**src/rtl/npu_pkg.sv**
```systemverilog
// rtl/npu_pkg.sv - shared types, register map codes and int8 saturation for the conv engine
package npu_pkg;

    typedef enum logic [1:0] {
        ST_IDLE = 2'd0,
        ST_MAC  = 2'd1,
        ST_POST = 2'd2,
        ST_PACK = 2'd3
    } state_t;

    localparam logic [2:0] SEL_PIXEL  = 3'd1;
    localparam logic [2:0] SEL_WEIGHT = 3'd2;
    localparam logic [2:0] SEL_CTRL   = 3'd4;
    localparam logic [2:0] SEL_STATUS = 3'd5;
    localparam logic [2:0] SEL_POP    = 3'd6;
    localparam logic [2:0] SEL_PERF   = 3'd7;

    localparam int CTRL_START     = 0;
    localparam int CTRL_RELU      = 1;
    localparam int CTRL_FIFO_CLR  = 2;
    localparam int CTRL_PX_SIGNED = 3;
    localparam int CTRL_FLUSH     = 4;
    localparam int CTRL_CLR_ERR   = 5;
    localparam int CTRL_SHIFT_LSB = 8;

    localparam int STAT_EMPTY     = 0;
    localparam int STAT_FULL      = 1;
    localparam int STAT_DONE      = 2;
    localparam int STAT_OVF       = 3;
    localparam int STAT_ERR       = 4;
    localparam int STAT_COUNT_LSB = 16;

    function automatic logic [7:0] sat_int8(input logic signed [31:0] v);
        logic [7:0] r;
        if (v > 32'sd127)
            r = 8'h7f;
        else if (v < -32'sd128)
            r = 8'h80;
        else
            r = v[7:0];
        return r;
    endfunction

endpackage

```
**src/rtl/npu_sync_fifo.sv**
```systemverilog
// rtl/npu_sync_fifo.sv - single-clock output FIFO with occupancy count and synchronous clear
module npu_sync_fifo #(
    parameter int WIDTH = 32,
    parameter int DEPTH = 16
) (
    input  logic                     clk,
    input  logic                     rst,
    input  logic                     clr,
    input  logic                     push,
    input  logic [WIDTH-1:0]         push_data,
    input  logic                     pop,
    output logic [WIDTH-1:0]         pop_data,
    output logic [$clog2(DEPTH):0]   count,
    output logic                     full,
    output logic                     empty
);
    localparam int AW = $clog2(DEPTH);
    localparam int CW = AW + 1;

    logic [WIDTH-1:0] mem [DEPTH];
    logic [AW-1:0]    wr_ptr;
    logic [AW-1:0]    rd_ptr;
    logic             do_push;
    logic             do_pop;

    // A full FIFO still accepts a push when a pop frees a slot in the same cycle
    assign do_pop   = pop && !empty;
    assign do_push  = push && (!full || do_pop);
    assign full     = (count == CW'(DEPTH));
    assign empty    = (count == '0);
    assign pop_data = mem[rd_ptr];

    always_ff @(posedge clk) begin
        if (do_push && !clr)
            mem[wr_ptr] <= push_data;
    end

    always_ff @(posedge clk or posedge rst) begin
        if (rst) begin
            wr_ptr <= '0;
            rd_ptr <= '0;
            count  <= '0;
        end else if (clr) begin
            wr_ptr <= '0;
            rd_ptr <= '0;
            count  <= '0;
        end else begin
            if (do_push)
                wr_ptr <= wr_ptr + 1'b1;
            if (do_pop)
                rd_ptr <= rd_ptr + 1'b1;
            count <= count + CW'(do_push) - CW'(do_pop);
        end
    end

endmodule

```
**src/rtl/npu_conv_engine.sv**
```systemverilog
// rtl/npu_conv_engine.sv - host-mapped KxK conv MAC engine with int8 packing FIFO; NPU_PERF_CNT_EN adds busy-cycle counter
module npu_conv_engine
    import npu_pkg::*;
#(
    parameter int K_H        = 3,
    parameter int K_W        = 3,
    parameter int ACC_W      = 24,
    parameter int FIFO_DEPTH = 16,
    parameter int ADDR_W     = 16
) (
    input  logic              clk,
    input  logic              rst,
    input  logic              ena,
    input  logic              wea,
    input  logic [ADDR_W-1:0] addra,
    input  logic [31:0]       dina,
    output logic [31:0]       douta,
    output logic              busy,
    output logic              irq
);
    localparam int         CNT_W    = $clog2(FIFO_DEPTH) + 1;
    localparam logic [3:0] LAST_COL = 4'(K_W - 1);
    localparam logic [4:0] K_W5     = 5'(K_W);

    state_t state, state_next;

    logic [7:0]              px  [K_H][K_W];
    logic [7:0]              wt  [K_H][K_W];
    logic signed [ACC_W-1:0] acc [K_H];
    logic [3:0]              col;
    logic                    relu_en, px_signed;
    logic [4:0]              shift;
    logic                    done, err, ovf, flush_pend;
    logic [1:0]              pc;
    logic [23:0]             pack_reg;
    logic [7:0]              res_byte;

    logic [2:0]  sel;
    logic        wr_en, rd_en, px_wr, wt_wr, ctrl_wr;
    logic        start_go, fifo_clr, flush_now, pack_push, push, pop;
    logic [31:0] push_data, pop_data, status_word, perf_val;
    logic [CNT_W-1:0] count;
    logic        full, empty;
    logic        unused_bits;

    assign sel       = addra[14:12];
    assign wr_en     = ena && wea;
    assign rd_en     = ena && !wea;
    assign px_wr     = wr_en && (sel == SEL_PIXEL);
    assign wt_wr     = wr_en && (sel == SEL_WEIGHT);
    assign ctrl_wr   = wr_en && (sel == SEL_CTRL);
    assign busy      = (state != ST_IDLE);
    assign irq       = !empty;
    assign start_go  = ctrl_wr && dina[CTRL_START] && !busy;
    assign fifo_clr  = ctrl_wr && dina[CTRL_FIFO_CLR];
    assign flush_now = (state == ST_IDLE) && (flush_pend || (ctrl_wr && dina[CTRL_FLUSH]));
    assign pack_push = (state == ST_PACK) && (pc == 2'd3);
    assign push      = pack_push || (flush_now && (pc != 2'd0));
    // Bytes above pc are kept zero, so a flushed partial word is already padded
    assign push_data = pack_push ? {res_byte, pack_reg} : {8'h00, pack_reg};
    assign pop       = rd_en && (sel == SEL_POP) && !empty;
    assign unused_bits = ^{dina, addra};

    assign status_word = {8'h00, 8'(count), 11'h000, err, ovf, done, full, empty};

    npu_sync_fifo #(.WIDTH(32), .DEPTH(FIFO_DEPTH)) u_fifo (
        .clk       (clk),
        .rst       (rst),
        .clr       (fifo_clr),
        .push      (push),
        .push_data (push_data),
        .pop       (pop),
        .pop_data  (pop_data),
        .count     (count),
        .full      (full),
        .empty     (empty)
    );

    always_ff @(posedge clk or posedge rst) begin
        if (rst) begin
            for (int r = 0; r < K_H; r++)
                for (int c = 0; c < K_W; c++) begin
                    px[r][c] <= '0;
                    wt[r][c] <= '0;
                end
        end else if (!busy) begin
            if (px_wr)
                for (int r = 0; r < K_H; r++) begin
                    for (int c = 0; c < K_W - 1; c++)
                        px[r][c] <= px[r][c+1];
                    px[r][K_W-1] <= dina[8*r +: 8];
                end
            if (wt_wr && ({1'b0, addra[3:0]} < K_W5))
                for (int r = 0; r < K_H; r++)
                    for (int c = 0; c < K_W; c++)
                        if (addra[3:0] == 4'(c))
                            wt[r][c] <= dina[8*r +: 8];
        end
    end

    logic [7:0]              cur_px [K_H];
    logic [7:0]              cur_wt [K_H];
    logic [8:0]              px9    [K_H];
    logic signed [ACC_W-1:0] prod   [K_H];

    always_comb begin
        for (int r = 0; r < K_H; r++) begin
            cur_px[r] = 8'h00;
            cur_wt[r] = 8'h00;
            for (int c = 0; c < K_W; c++)
                if (col == 4'(c)) begin
                    cur_px[r] = px[r][c];
                    cur_wt[r] = wt[r][c];
                end
            px9[r]  = {px_signed & cur_px[r][7], cur_px[r]};
            prod[r] = ACC_W'($signed(px9[r]) * $signed(cur_wt[r]));
        end
    end

    logic signed [ACC_W-1:0] sum, shifted;
    logic signed [31:0]      v32;

    always_comb begin
        sum = '0;
        for (int r = 0; r < K_H; r++)
            sum = sum + acc[r];
        shifted = sum >>> shift;
        if (relu_en && (shifted < 0))
            shifted = '0;
        v32 = 32'(shifted);
    end

    always_ff @(posedge clk or posedge rst) begin
        if (rst)
            state <= ST_IDLE;
        else
            state <= state_next;
    end

    always_comb begin
        state_next = state;
        case (state)
            ST_IDLE: if (start_go) state_next = ST_MAC;
            ST_MAC:  if (col == LAST_COL) state_next = ST_POST;
            ST_POST: state_next = ST_PACK;
            ST_PACK: state_next = ST_IDLE;
            default: state_next = ST_IDLE;
        endcase
    end

    always_ff @(posedge clk or posedge rst) begin
        if (rst) begin
            for (int r = 0; r < K_H; r++)
                acc[r] <= '0;
            col        <= '0;
            relu_en    <= 1'b0;
            px_signed  <= 1'b0;
            shift      <= '0;
            done       <= 1'b0;
            err        <= 1'b0;
            ovf        <= 1'b0;
            flush_pend <= 1'b0;
            pc         <= '0;
            pack_reg   <= '0;
            res_byte   <= '0;
        end else begin
            if (ctrl_wr) begin
                relu_en   <= dina[CTRL_RELU];
                px_signed <= dina[CTRL_PX_SIGNED];
                shift     <= dina[CTRL_SHIFT_LSB +: 5];
            end

            if (start_go) begin
                col <= '0;
                for (int r = 0; r < K_H; r++)
                    acc[r] <= '0;
            end else if (state == ST_MAC) begin
                col <= col + 4'd1;
                for (int r = 0; r < K_H; r++)
                    acc[r] <= acc[r] + prod[r];
            end

            if (state == ST_POST)
                res_byte <= sat_int8(v32);

            if (start_go)
                done <= 1'b0;
            else if (state == ST_PACK)
                done <= 1'b1;

            if (busy && (px_wr || wt_wr))
                err <= 1'b1;
            else if (ctrl_wr && dina[CTRL_CLR_ERR])
                err <= 1'b0;

            if (fifo_clr)
                ovf <= 1'b0;
            else if (push && full && !pop)
                ovf <= 1'b1;

            // A flush requested mid-window waits until the window's byte is packed
            if (ctrl_wr && dina[CTRL_FLUSH] && busy)
                flush_pend <= 1'b1;
            else if (flush_now)
                flush_pend <= 1'b0;

            if (fifo_clr) begin
                pc       <= '0;
                pack_reg <= '0;
            end else if (state == ST_PACK) begin
                if (pc == 2'd3) begin
                    pc       <= '0;
                    pack_reg <= '0;
                end else begin
                    pack_reg[8*pc +: 8] <= res_byte;
                    pc                  <= pc + 2'd1;
                end
            end else if (flush_now) begin
                pc       <= '0;
                pack_reg <= '0;
            end
        end
    end

`ifdef NPU_PERF_CNT_EN
    logic [31:0] perf_cnt;

    always_ff @(posedge clk or posedge rst) begin
        if (rst)
            perf_cnt <= '0;
        else if (ctrl_wr && dina[CTRL_START] && dina[CTRL_CLR_ERR])
            perf_cnt <= '0;
        else if (busy && (perf_cnt != 32'hffff_ffff))
            perf_cnt <= perf_cnt + 32'd1;
    end

    assign perf_val = perf_cnt;
`else
    assign perf_val = 32'd0;
`endif

    always_ff @(posedge clk or posedge rst) begin
        if (rst)
            douta <= '0;
        else if (rd_en) begin
            case (sel)
                SEL_STATUS: douta <= status_word;
                SEL_POP:    douta <= empty ? 32'd0 : pop_data;
                SEL_PERF:   douta <= perf_val;
                default:    douta <= 32'd0;
            endcase
        end
    end

endmodule

```
**config.mk**
```make
export PLATFORM = sky130hd
export DESIGN_NAME = npu_conv_engine
export DESIGN_NICKNAME = d
export VERILOG_FILES = /design/src/rtl/npu_pkg.sv /design/src/rtl/npu_sync_fifo.sv /design/src/rtl/npu_conv_engine.sv
export SDC_FILE = /design/constraint.sdc
export NUM_CORES = 2
export LEC_CHECK = 0
export ABC_CLOCK_PERIOD_IN_PS = 19300
export BUFFER_PORTS_ARGS = -buffer_cell sky130_fd_sc_hd__buf_2
export CAP_MARGIN = 20
export CELL_PAD_IN_SITES_DETAIL_PLACEMENT = 0
export CELL_PAD_IN_SITES_GLOBAL_PLACEMENT = 2
export CORE_MARGIN = 1
export CORE_UTILIZATION = 25
export CTS_CLUSTER_DIAMETER = 200
export DETAILED_ROUTE_END_ITERATION = 6
export PLACE_DENSITY = 0.48
export SLEW_MARGIN = 20
export SYNTH_ARGS = -nofsm -noshare
export SYNTH_HDL_FRONTEND = slang
export SYNTH_SLANG_ARGS = --single-unit
```
**constraint.sdc**
```tcl
create_clock -name clk -period 19.3 [get_ports clk]
set_clock_uncertainty 0.1 [all_clocks]
set_input_delay 3.86 -clock clk [delete_from_list [all_inputs] [get_ports clk]]
set_output_delay 3.86 -clock clk [all_outputs]
set_load 0.05 [all_outputs]
```
# After elaboration in Yosys (flattened, before gate mapping)
# Memory sizes are Yosys's and may differ from the RTL's.
# Index checks and enable logic that the tools add are counted.
[word_totals]
mem_bits_rw = 512
word_cells = 188
n_memories = 1
register_bits = 312
[op_classes]
shift = 3
add_sub_neg = 12
n_mul = 3
n_eq_ne = 16
reduce_logical = 53
bitwise = 4
n_lt_le_gt_ge = 4
n_mux = 55
[mem_list]
columns = ["memory", "words", "word_bits", "read_ports", "rd_ports_with_merged_regs", "wr", "line", "source"]
rows = [
  ["u_fifo.mem", 16, 32, 1, 0, 1, "npu_sync_fifo.sv:20", "logic [WIDTH-1:0] mem [DEPTH];"],
]
[ops]
columns = ["op", "n"]
rows = [
  ["$mux W8", 20],
  ["$mux W72", 2],
  ["$mux W24", 5],
  ["$add A24 B17 Y24", 3],
  ["$mux W32", 2],
  ["$pmux W32 S2", 1],
  ["$mul A9 B8 Y17", 3],
  ["$add A24 B24 Y24", 2],
  ["$neg A5 Y34", 1],
  ["$shift A8 B34 Y24 const A", 1],
  ["$shiftx A8 B34 Y24", 1],
  ["$bwmux W24", 1],
  ["$gt A24 B8 Y1 const B", 1],
  ["$logic_and A1 B1 Y1", 24],
  ["$lt A24 B1 Y1 const B", 1],
  ["$lt A24 B8 Y1 const B", 1],
  ["$mux W4", 6],
  ["$sshr A24 B5 Y24", 1],
  ["$reduce_bool A2 Y1", 9],
  ["$add A4 B1 Y4 const B", 3],
  ["$mux W2", 6],
  ["$mux W1", 10],
  ["$eq A3 B3 Y1 const B", 3],
  ["$reduce_and A3 Y1", 3],
  ["23 further kinds", 40],
]

# Logic depth before layout (Yosys ltp)
[depth]
ltp_word = 11
ltp_mapped = 31
depth_no_buf = 29

# Modules after synthesis
# A second synthesis with hierarchy kept.
[hier_totals]
hier_cells = 3914
area_unflattened_um2 = 49520.0
[modules_own_cells]
columns = ["module", "seq_area_each_um2", "instances", "area_per_inst_um2", "cells_per_inst"]
rows = [
  ["npu_conv_engine", 7482.2, 1, 29012.8, 2894],
  ["npu_sync_fifo", 15700.1, 1, 20507.2, 1020],
]

# Worst setup path before layout
# OpenSTA, ideal clock, no wires.
[synth_path]
kind = "input to register"
startpoint = "input port wea"
endpoint = "memory u_fifo.mem[3][0] (enable)"
setup_slack_ns = 9.672
arrival_ns = 9.015
cell_stages = 8
setup_ns = 0.513
n_path_buf = 0
path_cell_list = "nand2_1 -> nor4b_2 -> a21oi_1 -> nand2b_1 -> o21ai_0 -> a21boi_1 -> nand2_1 -> nor4b_1"
[synth_via]
elab_chain_len = 11
word_cells_on_any_way = 19
cone_classes = "mux (2); reduce/logical (17)"
[synth_rtl]
columns = ["item", "line", "source"]
rows = [
  ["start, declared", "npu_conv_engine.sv:14", "input logic wea,"],
  ["$logic_and A1 B1 Y1", "npu_conv_engine.sv:47", "assign wr_en = ena && wea;"],
  ["$logic_and A1 B1 Y1", "npu_conv_engine.sv:51", "assign ctrl_wr = wr_en && (sel == SEL_CTRL);"],
  ["$logic_and A1 B1 Y1", "npu_conv_engine.sv:56", "assign flush_now = (state == ST_IDLE) && (flush_pend || (ctrl_wr && dina[CTRL_FLUSH]));"],
  ["$logic_or A1 B1 Y1", "npu_conv_engine.sv:56", ""],
  ["$logic_and A1 B1 Y1", "npu_conv_engine.sv:56", ""],
  ["$logic_and A1 B1 Y1", "npu_conv_engine.sv:58", "assign push = pack_push || (flush_now && (pc != 2'd0));"],
  ["$logic_or A1 B1 Y1", "npu_conv_engine.sv:58", ""],
  ["$logic_and A1 B1 Y1", "npu_sync_fifo.sv:28", "assign do_push = push && (!full || do_pop);"],
  ["$logic_and A1 B1 Y1 (*)", "npu_sync_fifo.sv:34", "if (do_push && !clr)"],
  ["$mux W1 (*)", "npu_sync_fifo.sv:34", ""],
  ["$mux W1 (not written as such) (*)", "npu_sync_fifo.sv:35", "mem[wr_ptr] <= push_data;"],
  ["end, declared", "npu_sync_fifo.sv:20", ""],
]
# Mark *: on every way between the ends. The rest lies on a longest branch, timed or not.

# Worst setup path after layout
[layout_path]
startpoint = "register col[1]"
endpoint = "register acc[20] (netlist name)"
[layout_via]
elab_chain_len = 9
word_cells_on_any_way = 14
cone_classes = "add/sub (1); mul (1); eq/ne (2); mux (8); bitwise (1); reduce/logical (1)"
[layout_rtl]
columns = ["item", "line", "source"]
rows = [
  ["start, declared", "npu_conv_engine.sv:30", "logic [3:0] col;"],
  ["start signal, assigned", "npu_conv_engine.sv:178", "col <= col + 4'd1;"],
  ["$logic_not A4 Y1", "npu_conv_engine.sv:111", "if (col == 4'(c)) begin"],
  ["$mux W8 (3 in a row)", "npu_conv_engine.sv:111", ""],
  ["$and A1 B1 Y1", "npu_conv_engine.sv:115", "px9[r] = {px_signed & cur_px[r][7], cur_px[r]};"],
  ["$mul A9 B8 Y17 (*)", "npu_conv_engine.sv:116", "prod[r] = ACC_W'($signed(px9[r]) * $signed(cur_wt[r]));"],
  ["$add A24 B17 Y24 (*)", "npu_conv_engine.sv:180", "acc[r] <= acc[r] + prod[r];"],
  ["$mux W72 (*)", "npu_conv_engine.sv:177", "end else if (state == ST_MAC) begin"],
  ["$mux W72 (*)", "npu_conv_engine.sv:173", "if (start_go) begin"],
  ["end signal, assigned by index", "npu_conv_engine.sv:180", ""],
  ["end, declared", "npu_conv_engine.sv:29", "logic signed [ACC_W-1:0] acc [K_H];"],
]
# Mark *: on every way between the ends. The rest lies on a longest branch, timed or not. The select of a mux whose other input is x is not followed.
# A chain may end at the register's enable or synchronous reset.

==> results.yml <==
run_status:
  status: "complete, no violations"
worst_setup_path:
  worst-path-max-fanout: 30
  reg2reg_slack_ps: 10400
  critPathLaunchType: "register"
  ff2ff_path_depth: 27
  worstPathRequired_ps: 19720
  rr_startpoint: "col[1]"
  worstSetupPathType: "reg -> reg"
  worst_setup_path_end_kind: "register"
  r2r-end: "acc[20]"
  worstPathArrival_ps: 9320
logic_synthesis:
  synth_flop_cell: "edfxtp_1"
  ys_seq_area_share_pct: 47.3
  synth_seq_cells: 824
  async_flop_share_pct: 37.9
  syn_avg_cell_area_um2: 13.1
  syn-cell-area_mm2: 0.0490
  syn_inst: 3739
  synth_cell_types: 99
  synth_edf_count: 512
  synthesis.nets: 4344
  synth_warnings: 0
timing:
  hold_viol_final: 0
  period_share_pct: 46.1
  finalSetupViolCount: 0
  finalSetupTns_ps: 0
  grt_setup_unrepaired: "false"
  max_slew_margin_pct: 28.3
  hold-worst-slack_ps: 376
  worst_slew_pin_slew_ps: 1070
  drv_slew: 0
  period_needed_ps: 8900
  fmax_mhz: 112
clock_network:
  clk_latency_ps: 740
  ctsResizeCount: 0
  tritoncts: "yes"
  postCtsSetupBuffers: 0
  clkSlewWorstSetupHoldPaths_ps: 60
  cts_buffers: 98
  clk_path_buf_depth: 3
  hold_buffers: 0
  ctsRootBufferMaster: "clkbuf_16"
  h-tree-depth: 3
  cts.sinks: 824
placed_design:
  portBuffers: 68
  dpl.hpwl_um: 99400
  place_congestion: 0.751
routing:
  first_pass_iters: 5
  routed_wl_um: 144000
  drt_iter0_drc: 1779
  num_vias: 29600
  post-route-drc-count: 0
  wl_per_cell_um: 22.1
  ant_nets: 0
  vias_per_cell: 4.53
layout:
  final_common_cell: "edfxtp_1"
  largest-register: "u_fifo.mem"
  final_cell_mix: "512 x edfxtp_1, 372 x inv_1, 346 x fa_1"
  area_delta_synth_final_pct: 14.3
  largest_reg_flops: 512
  final_net_count: 4432
  drive_above_1_share_pct: 17.2
global_route:
  track_usage_pct: 14.8
  grt_pass1_vias: 31600
  grt_pass1_wl_um: 218000
  antenna_found_initial: 2
  overflow: 0
  grt_max_degree: 96
floorplan:
  fp.dieH_um: 445
  die-area_mm2: 0.198
  row_count: 162
  die_x_um: 445
  initial_core_util_pct: 25.2
  ios: 86
  core-area_mm2: 0.195
pwr:
  powerDensity_mw_per_mm2: 145
  p_leak_nw: 22.4
  ir_drop_v: 0.0000728
worst_hold_path:
  hold_depth: 2
  whs_endpoint: "douta[0]"
  min_from: "douta[0]"
  hp-class: "reg -> reg"
flow_run:
  maxCapViolations: 0
==> metal layers <==
layer | share of wire (%) | routed length (um) | track usage (%)
met1 | 50 | 72300 | 22.2
met5 | 0 | 0 | 0
met3 | 3.0 | 4340 | 1.62
met4 | 1.8 | 2640 | 3.62
met2 | 45 | 65200 | 22.6
==> final cells by class <==
| class | count | area, um^2 |
|---|---|---|
| fillers | 20000 | 139000 |
| multi-input cells | 2386 | 23900 |
| flip-flops and latches | 824 | 23200 |
| well taps | 2624 | 3280 |
| clock buffers | 136 | 2810 |
| inverters | 376 | 1420 |
| repair buffers | 141 | 892 |
| clock inverters | 50 | 478 |
| diodes | 2 | 5.00 |
==> cell families after synthesis <==
kind of cell / Yosys count / share of synthesized area [%]
simple gates: 777 / 7.24
compound gates: 564 / 7.99
flops: 824 / 47.3
buf+inv: 529 / 4.11
xor+xnor: 99 / 1.77
fa+ha+maj: 553 / 19.4
mux: 393 / 12.1
==> worst max-delay path, stage by stage, from the launching register on <==
cell and delay [ps]:
dfrtp_1 420, inv_1 90, ha_1 230, and2_2 490, buf_4 510, a22oi_1 140
o21ai_1 770, nand2_1 170, fa_1 540, inv_1 50, fa_1 520, fa_1 460
fa_1 570, inv_1 60, fa_1 540, inv_1 40, ha_1 320, a21oi_1 370
o21bai_1 110, a21oi_1 230, o21bai_1 120, a21oi_1 310, o21a_1 270, a2111o_1 210
nand2_1 70, nor2_1 120, xor2_1 650, o22ai_1 170
==> report_power, final <==
group	leakage, nW	total (W)	internal (W)	switching [W]
Clock	1.62	0.00188	0.00108	0.000803
Combinational	12.4	0.00386	0.00150	0.00235
Sequential	8.44	0.00238	0.00208	0.000296
Total	22.4	0.00811	0.00466	0.00345
==> cell usage after synthesis, types with 8 or more instances <==
cell / instances / area share [%]
ha_1: 207 / 5.3
nand4_1: 15 / 0.19
nand2_1: 172 / 1.3
o21ai_1: 19 / 0.19
a22oi_1: 49 / 0.75
nand3_1: 44 / 0.45
a22o_1: 50 / 0.89
nor3_1: 41 / 0.42
xor2_1: 23 / 0.41
o211ai_1: 10 / 0.15
o21ai_0: 52 / 0.53
xnor2_1: 76 / 1.4
dfrtp_1: 312 / 16
fa_1: 346 / 14
and3_1: 24 / 0.31
mux2i_1: 94 / 1.9
mux2_2: 153 / 3.5
clkbuf_1: 101 / 0.77
nor2b_1: 38 / 0.49
buf_2: 17 / 0.17
nand2b_1: 25 / 0.32
a21oi_1: 169 / 1.7
nor4_1: 8 / 0.10
or2_2: 11 / 0.14
buf_1: 33 / 0.25
mux4_2: 146 / 6.7
a31oi_1: 16 / 0.20
o21bai_1: 14 / 0.21
inv_1: 373 / 2.9
nor2_1: 340 / 2.6
a211oi_1: 50 / 0.77
edfxtp_1: 512 / 31
a21o_1: 39 / 0.60
and2_1: 26 / 0.33
==> worst max path at each step <==
stage | cells after the start | startpoint | endpoint | slack (ps)
after global routing | 26 | col[1] | acc[71] | 9930
after global placement | 27 | col[0] | acc[20] | 10260
after floorplan | 1 | rst | acc[0] | 6710
after CTS | 27 | col[0] | acc[20] | 10220
after detailed placement | 27 | col[0] | acc[20] | 10300
final | 27 | col[1] | acc[20] | 10400
==> metrics by stage <==
stage                     power [W]  cell area (um^2)  instances  worst slack [ps]  utilization, %
final                       0.00811             56000       6539             10400            28.8
after global routing        0.00872             56000       6537              9930            28.8
after CTS                   0.00827             56000       6537             10220            28.7
after detailed placement    0.00633             52700       6351             10300            27.1
after global placement      0.00635             52700       6351             10260            27.1
after floorplan             0.00513             49000       3739              6710               -
(Power assumes the default switching activity.)
